--- src/rtl/ddr_req_arbiter.sv ---
`default_nettype none
// ============================================================================
// Module   : ddr_req_arbiter
// Purpose  : Latches read (line-fill) and write (write-through) request pulses
//            from the data cache and serves them one at a time over a
//            MIG-style DDR application interface. Returns a one-cycle fin
//            pulse per completed request, with the line on reads.
// Ports    : clk, rst                       clock, synchronous active-high reset
//            cache2DDR_rd_* / DDR2cache_rd_* read request channel and completion
//            cache2DDR_wr_* / DDR2cache_wr_fin write request channel and completion
//            init_calib_complete            controller ready gate
//            app_*                          DDR application interface
//            err_overrun                    sticky: same-type request while busy
// Macro    : DDR_ARB_RD_FIRST_EN  defined -> pending read wins the IDLE tie-break;
//                                 undefined -> pending write wins (default)
// Revision : 1.0  initial release
// ============================================================================
module ddr_req_arbiter (
  input  logic         clk,
  input  logic         rst,
  input  logic [26:0]  cache2DDR_rd_addr,
  input  logic         cache2DDR_rd_en,
  output logic         DDR2cache_rd_fin,
  output logic [127:0] DDR2cache_rd_data,
  input  logic [26:0]  cache2DDR_wr_addr,
  input  logic [127:0] cache2DDR_wr_data,
  input  logic         cache2DDR_wr_en,
  output logic         DDR2cache_wr_fin,
  input  logic         init_calib_complete,
  output logic [26:0]  app_addr,
  output logic [2:0]   app_cmd,
  output logic         app_en,
  input  logic         app_rdy,
  output logic [127:0] app_wdf_data,
  output logic         app_wdf_wren,
  output logic         app_wdf_end,
  output logic [15:0]  app_wdf_mask,
  input  logic         app_wdf_rdy,
  input  logic [127:0] app_rd_data,
  input  logic         app_rd_data_valid,
  output logic         err_overrun
);

  localparam logic [2:0]  C_CMD_RD    = 3'b001;
  localparam logic [2:0]  C_CMD_WR    = 3'b000;
  localparam logic [26:0] C_LINE_MASK = 27'h7FF_FFF0;

  typedef enum logic [2:0] {
    S_IDLE    = 3'd0,
    S_RD_CMD  = 3'd1,
    S_RD_WAIT = 3'd2,
    S_RD_DONE = 3'd3,
    S_WR_CMD  = 3'd4,
    S_WR_DONE = 3'd5
  } state_t;

  state_t         r_state;
  state_t         w_next;
  logic           r_rd_pend;
  logic [26:0]    r_rd_addr;
  logic           r_wr_pend;
  logic [26:0]    r_wr_addr;
  logic [127:0]   r_wr_data;
  logic           r_cmd_acc;   // write command already accepted this transaction
  logic           r_dat_acc;   // write data already accepted this transaction
  logic [127:0]   r_rd_data;
  logic           r_err;
  logic           w_cmd_done;
  logic           w_dat_done;

  // Next-state and output decode
  always_comb begin
    w_next           = r_state;
    app_en           = 1'b0;
    app_cmd          = C_CMD_WR;
    app_addr         = 27'd0;
    app_wdf_wren     = 1'b0;
    app_wdf_data     = 128'd0;
    DDR2cache_rd_fin = 1'b0;
    DDR2cache_wr_fin = 1'b0;
    w_cmd_done       = r_cmd_acc || app_rdy;
    w_dat_done       = r_dat_acc || app_wdf_rdy;
    case (r_state)
      S_IDLE: begin
        if (init_calib_complete && (r_rd_pend || r_wr_pend)) begin
`ifdef DDR_ARB_RD_FIRST_EN
          w_next = r_rd_pend ? S_RD_CMD : S_WR_CMD;
`else
          w_next = r_wr_pend ? S_WR_CMD : S_RD_CMD;
`endif
        end
      end
      S_RD_CMD: begin
        app_en   = 1'b1;
        app_cmd  = C_CMD_RD;
        app_addr = r_rd_addr & C_LINE_MASK;
        if (app_rdy) w_next = S_RD_WAIT;
      end
      S_RD_WAIT: begin
        if (app_rd_data_valid) w_next = S_RD_DONE;
      end
      S_RD_DONE: begin
        DDR2cache_rd_fin = 1'b1;
        w_next           = S_IDLE;
      end
      S_WR_CMD: begin
        // Command and data handshakes complete independently; each strobe
        // drops once its own ready has been seen.
        app_en       = !r_cmd_acc;
        app_cmd      = C_CMD_WR;
        app_addr     = r_wr_addr & C_LINE_MASK;
        app_wdf_wren = !r_dat_acc;
        app_wdf_data = r_wr_data;
        if (w_cmd_done && w_dat_done) w_next = S_WR_DONE;
      end
      S_WR_DONE: begin
        DDR2cache_wr_fin = 1'b1;
        w_next           = S_IDLE;
      end
      default: w_next = S_IDLE;
    endcase
  end

  always_ff @(posedge clk) begin
    if (rst) begin
      r_state   <= S_IDLE;
      r_rd_pend <= 1'b0;
      r_rd_addr <= 27'd0;
      r_wr_pend <= 1'b0;
      r_wr_addr <= 27'd0;
      r_wr_data <= 128'd0;
      r_cmd_acc <= 1'b0;
      r_dat_acc <= 1'b0;
      r_rd_data <= 128'd0;
      r_err     <= 1'b0;
    end else begin
      r_state <= w_next;

      // Pend stays set through service, so a second pulse while busy is an overrun.
      if (cache2DDR_rd_en) begin
        if (r_rd_pend) begin
          r_err <= 1'b1;
        end else begin
          r_rd_pend <= 1'b1;
          r_rd_addr <= cache2DDR_rd_addr;
        end
      end
      if (cache2DDR_wr_en) begin
        if (r_wr_pend) begin
          r_err <= 1'b1;
        end else begin
          r_wr_pend <= 1'b1;
          r_wr_addr <= cache2DDR_wr_addr;
          r_wr_data <= cache2DDR_wr_data;
        end
      end

      // Read data is only meaningful while waiting for it.
      if (r_state == S_RD_WAIT && app_rd_data_valid) begin
        r_rd_data <= app_rd_data;
        r_rd_pend <= 1'b0;
      end

      if (r_state == S_WR_CMD && w_next == S_WR_CMD) begin
        r_cmd_acc <= w_cmd_done;
        r_dat_acc <= w_dat_done;
      end else begin
        r_cmd_acc <= 1'b0;
        r_dat_acc <= 1'b0;
      end
      if (r_state == S_WR_CMD && w_next == S_WR_DONE) r_wr_pend <= 1'b0;
    end
  end

  assign app_wdf_end       = app_wdf_wren;
  assign app_wdf_mask      = 16'd0;
  assign DDR2cache_rd_data = r_rd_data;
  assign err_overrun       = r_err;

endmodule
`default_nettype wire

--- config.mk ---
export PLATFORM = sky130hd
export DESIGN_NAME = ddr_req_arbiter
export DESIGN_NICKNAME = d
export VERILOG_FILES = /design/src/rtl/ddr_req_arbiter.sv
export SDC_FILE = /design/constraint.sdc
export NUM_CORES = 1
export LEC_CHECK = 0
export CAP_MARGIN = 20
export CORE_AREA = 2 2 242 244
export CTS_CLUSTER_SIZE = 30
export DETAILED_ROUTE_END_ITERATION = 10
export DIE_AREA = 0 0 244 246
export GPL_TIMING_DRIVEN = 0
export PLACE_DENSITY_LB_ADDON = 0.2
export SYNTH_ARGS = -nofsm -noshare
export SYNTH_HDL_FRONTEND = slang
export SYNTH_SLANG_ARGS = --single-unit
--- constraint.sdc ---
create_clock -name clk -period 1.5 [get_ports clk]
set_clock_uncertainty 0.05 [all_clocks]
set_input_delay 0.225 -clock clk [delete_from_list [all_inputs] [get_ports clk]]
set_output_delay 0.225 -clock clk [all_outputs]
set_load 0.1 [all_outputs]
# Word-level counts from Yosys, hierarchy flattened
# Index checks and enable logic that the tools add are counted.
[op_classes]
n_eq_ne = 7
mux = 17
bitwise = 3
n_reduce_logical = 16
[ops]
columns = ["cell", "count"]
rows = [
  ["128-bit 2-to-1 mux", 1],
  ["27-bit one-hot mux with 2 select lines", 1],
  ["3-bit 2-to-1 mux", 5],
  ["3-bit == test (second input constant)", 4],
  ["3-bit one-hot mux with 4 select lines", 1],
  ["1-bit 2-to-1 mux", 8],
  ["3-bit by 2-bit == test with 1-bit output (second input constant)", 2],
  ["2-bit OR reduction", 3],
  ["1-bit logical AND", 5],
  ["2-bit AND reduction", 2],
  ["3-bit by 1-bit == test with 1-bit output (second input constant)", 1],
  ["3-bit logical NOT", 1],
  ["1-bit logical OR", 3],
  ["1-bit inverter", 3],
  ["1-bit logical NOT", 2],
  ["1-bit one-hot mux with 2 select lines", 1],
]
[totals]
regBits = 318
input_bits = 318

# Depth between registers and ports, before layout
[logic_depth]
depth_word = 8
mapped_depth = 6

# Worst setup path before layout
# Ideal clock, no wire load.
[synth_path]
path_type = "reg-to-output"
startpoint = "register r_state[1]"
endpoint = "output port app_wdf_wren"
slack_ps = -1189
t_arrival_ps = 2414
path_buffers = 2
stages_incl_launch_ff = 6
cell_sequence = "dfxtp_1 -> buf_2 -> nor2_1 -> nand2_1 -> nor2_1 -> buf_4"
[synth_via]
elab_chain_len = 2
[synth_lines]
columns = ["item", "line_no", "source"]
rows = [
  ["start, declared", "57", "state_t r_state;"],
  ["start signal, assigned", "137", "r_state <= w_next;"],
  ["3-bit == test", "83", "case (r_state)"],
  ["1-bit 2-to-1 mux", "83", ""],
  ["end, declared", "35", "output logic app_wdf_wren,"],
]
# Every way passes these cells.

# Worst setup path after layout
[layout_path]
startpoint = "register r_state[1]"
endpoint = "output port app_wdf_data[73]"
[layout_via]
elab_chain_len = 2
[layout_lines]
columns = ["item", "line_no", "source"]
rows = [
  ["3-bit == test", "83", ""],
  ["128-bit 2-to-1 mux", "83", ""],
  ["end, declared", "34", "output logic [127:0] app_wdf_data,"],
]
# Every way passes these cells.

==> impl_metrics.csv <==
group,metric,value,unit
placed_design,dpl_cell_area,19600,sq um
synthesis,netlist-cell-type-count,32,
power_and_ir_drop,totalPowerFinal,22100,uW
sta,grt_setup_unrepaired,"yes",
floorplanning,design.core.area,57400,sq um
sta,worst_slew_margin_rel,52.3,%
worst_setup_path,path_class,"register to output pin",
sta,clock.fmax,424,MHz
global_routing,pin_count_of_the_biggest_net_entering_global_routing,13,
power_and_ir_drop,reported_leakage_power,0.00938,uW
clock_tree,cts_tree,"yes",
layout,finalInstanceArea,23800,sq um
sta,final-setup-viol-count,300,
global_routing,grt_pass1_vias,12817,
layout,post_route_cells_drive_above_1_share,30.6,%
clock_tree,cts_root_buffer,"sky130_fd_sc_hd__clkbuf_16",
synthesis,yosys_register_bits,310,
synthesis,netlist_top_cells_area,"sky130_fd_sc_hd__dfxtp_1, sky130_fd_sc_hd__nand2_1, sky130_fd_sc_hd__a21oi_1",
min_path,min-delay-path-class,"input pin to register",
drt,detail_route.iter0.violations,408,
drt,ant_nets,0,
sta,worst_slack,-0.857,ns
clock_tree,cts_made_buffers,39,
floorplanning,core.rowCount,88,
sta,period_needed,2.36,ns
layout,final_nets,2573,
synthesis,syn_area_per_cell,7.76,sq um
synthesis,synth.yosys.warnings,0,
drt,detail_route.vias_per_cell,4.20,
clock_tree,cts-htree-levels,2,
layout,signed_area_change_from_the_synthesized_netlist_to_the_final_layout,97.8,%
drt,drt-pass1-iter-count,4,
synthesis,post_synth_inst_count,1551,
clock_tree,clk_pin_slew,0.06,ns
sta,worstMarginPinSlew,0.715,ns
floorplanning,floorplan.initialDensity,21.0,%
drt,routedWlPerCell,18.7,um
run,cap_viol_max_count,0,
run_status,status,"finished, violations left",
global_routing,gr-usage-all-layers,17.7,%
sta,period_share,157,%
placed_design,numPlacedInstances,2931,
drt,routed-via-count,12800,
floorplanning,fp.dieArea,60000,sq um
clock_tree,worstSkewPairLatency,0.54,ns
global_routing,grt-ovfl-total,0,
worst_setup_path,worstSetupStartpointType,"register",
floorplanning,chipWidth,244,um
worst_setup_path,worst-endpoint-required,1.22,ns
placed_design,detailed_place_hpwl,42.4,mm
sta,setup_total_negative_slack,-145.43,ns
drt,wl,57.0,mm
worst_setup_path,timing.critical_path.arrival,2.08,ns
floorplanning,dieHeight,246,um
clock_tree,tritoncts_num_sinks,310,
power_and_ir_drop,ir_drop,0.000638,V
layout,layout.filler_cells,5745,
run_status,violations,"setup timing",
worst_setup_path,critPathCaptureType,"output pin",
placed_design,dp_worst_setup_slack,-1.99,ns
placed_design,port_buffers,594,
layout,layoutNonFillerInstCount,3047,
global_routing,grt_antenna_before_repair,5,
clock_tree,cts-root-to-sink-buffers,3,
placed_design,place.gp.congestion,0.857,
synthesis,synth_top_cell_by_area,"sky130_fd_sc_hd__dfxtp_1",
synthesis,synthDominantCellAreaShare,51.5,%
global_routing,grt_pass1_wl,80.5,mm
drt,drcViolationCount,0,
worst_setup_path,crit_path_max_fanout,10,
floorplanning,ioPinCount,626,
sta,hold_viol_final,0,
synthesis,post_synth_instance_area,12000,sq um
sta,slew_violations,0,
clock_tree,post_cts_hold_buffer_count,0,
power_and_ir_drop,pwr_density_cell,928,nW/um^2
synthesis,sequential_share_of_the_synthesized_area,51.5,%
## placed cells by master, fill, tap and decap left out, drive strengths merged, types with 2 or more instances in the layout
| master | instances |
|---|---|
| nand2 | 606 |
| buf | 406 |
| dfxtp | 310 |
| clkdlybuf4s50 | 308 |
| a21oi | 304 |
| clkbuf | 132 |
| and2 | 129 |
| a22o | 23 |
| conb | 22 |
| nor2 | 6 |
| nor2b | 5 |
| clkinv | 4 |
| nor4 | 3 |
| inv | 3 |
| nand2b | 2 |
| nor3 | 2 |
| or3b | 2 |
## stage by stage
| step | util [%] | hold slack (ns) |
|---|---|---|
| floorplan | - | 0.253 |
| global placement | 34.2 | 0.388 |
| detailed placement | 34.2 | 0.392 |
| CTS | 39.1 | 0.0950 |
| global route | 41.5 | 0.128 |
| finish | 41.5 | 0.112 |
## where the power goes
part | switching [uW] | internal [uW] | total (uW)
Sequential | 182 | 8560 | 8740
Combinational | 2350 | 1850 | 4200
Clock | 3700 | 5480 | 9170
Total | 6230 | 15900 | 22100
## critical path, stage by stage (launching register included)
cell and delay [ns]:
sky130_fd_sc_hd__dfxtp_1 0.30, sky130_fd_sc_hd__buf_6 0.13, sky130_fd_sc_hd__nor3b_4 0.25, sky130_fd_sc_hd__buf_12 0.19, sky130_fd_sc_hd__buf_12 0.16, sky130_fd_sc_hd__clkbuf_16 0.16, sky130_fd_sc_hd__and2_4 0.16, sky130_fd_sc_hd__buf_12 0.17
## synth_stat cells
| library cell | count |
|---|---|
| sky130_fd_sc_hd__and4bb_2 | 1 |
| sky130_fd_sc_hd__nor2b_1 | 5 |
| sky130_fd_sc_hd__a221oi_1 | 1 |
| sky130_fd_sc_hd__nor3b_4 | 1 |
| sky130_fd_sc_hd__nor4_1 | 3 |
| sky130_fd_sc_hd__nor2_1 | 6 |
| sky130_fd_sc_hd__or3b_2 | 1 |
| sky130_fd_sc_hd__and3b_1 | 1 |
| sky130_fd_sc_hd__o211a_1 | 1 |
| sky130_fd_sc_hd__or3b_1 | 1 |
| sky130_fd_sc_hd__a22o_1 | 23 |
| sky130_fd_sc_hd__inv_1 | 1 |
| sky130_fd_sc_hd__nand2_1 | 606 |
| sky130_fd_sc_hd__nand3_1 | 1 |
| sky130_fd_sc_hd__a21oi_1 | 304 |
| sky130_fd_sc_hd__and2_1 | 129 |
| sky130_fd_sc_hd__clkbuf_1 | 57 |
| sky130_fd_sc_hd__clkbuf_2 | 6 |
| sky130_fd_sc_hd__nor3_1 | 2 |
| sky130_fd_sc_hd__a21o_1 | 1 |
| sky130_fd_sc_hd__nand3b_1 | 1 |
| sky130_fd_sc_hd__o21bai_1 | 1 |
| sky130_fd_sc_hd__buf_6 | 10 |
| sky130_fd_sc_hd__buf_2 | 39 |
| sky130_fd_sc_hd__conb_1 | 1 |
| sky130_fd_sc_hd__nor4bb_1 | 1 |
| sky130_fd_sc_hd__buf_4 | 32 |
| sky130_fd_sc_hd__dfxtp_1 | 310 |
| sky130_fd_sc_hd__a31oi_1 | 1 |
| sky130_fd_sc_hd__buf_1 | 1 |
| sky130_fd_sc_hd__nand4bb_1 | 1 |
| sky130_fd_sc_hd__nand2b_1 | 2 |
## metal layers
layer	up-vias	global-route usage (%)	part of all wire [%]	wire (um)
li1	6356	-	-	-
met4	8	5.67	3.0	1690
met3	91	5.88	7.8	4420
met5	-	0	0.096	55
met2	414	31.0	50	28300
met1	5931	20.2	40	22500
## worst paths after layout
check	from	endpoint	slack, ns	depth (start not counted)
worst min register to register	r_wr_data[31]	r_wr_data[31]	0.40	2
worst min-delay path	rst	r_wr_pend	0.11	3
worst max-delay path	r_state[1]	app_wdf_data[73]	-0.86	7
worst max register to register	r_state[0]	DDR2cache_rd_data[50]	-0.28	9
## kinds of logic after synthesis
logic type             synth area share [%]
DFF                                    51.5
and+or+nand+nor                        27.1
other                                0.0311
buffers and inverters                  6.64
AOI/OAI and AO/OA                      14.6
## cell type report
| cell class | count | area (sq um) | area share, % |
|---|---|---|---|
| plain buffers | 144 | 1320 | 5.55 |
| clock inverters | 7 | 82.6 | 0.347 |
| diodes | 1 | 2.50 | 0.0105 |
| flip-flops and latches | 310 | 6210 | 26.1 |
| multi-input cells | 1116 | 5810 | 24.4 |
| repair buffers | 643 | 8270 | 34.7 |
| well taps | 765 | 957 | 4.02 |
| clock buffers | 60 | 1160 | 4.85 |
| inverters | 1 | 3.75 | 0.0158 |
## what timing repair did
action                                  4_1_cts  5_1_grt
cloned                                        6       15
endpoints found under the setup margin      572      576
pin swaps                                    11       10
buffers inserted                             10       18
resized for setup                          1529      907
## state kept, by name, indices dropped and copies added (netlist names)
register / count
r_state: 3
r_wr_addr: 23
DDR2cache_rd_data: 128
r_dat_acc: 1
err_overrun: 1
r_rd_addr: 23
r_cmd_acc: 1
r_rd_pend: 1
r_wr_data: 128
r_wr_pend: 1
Note: power is estimated with default switching activity, not from simulation.
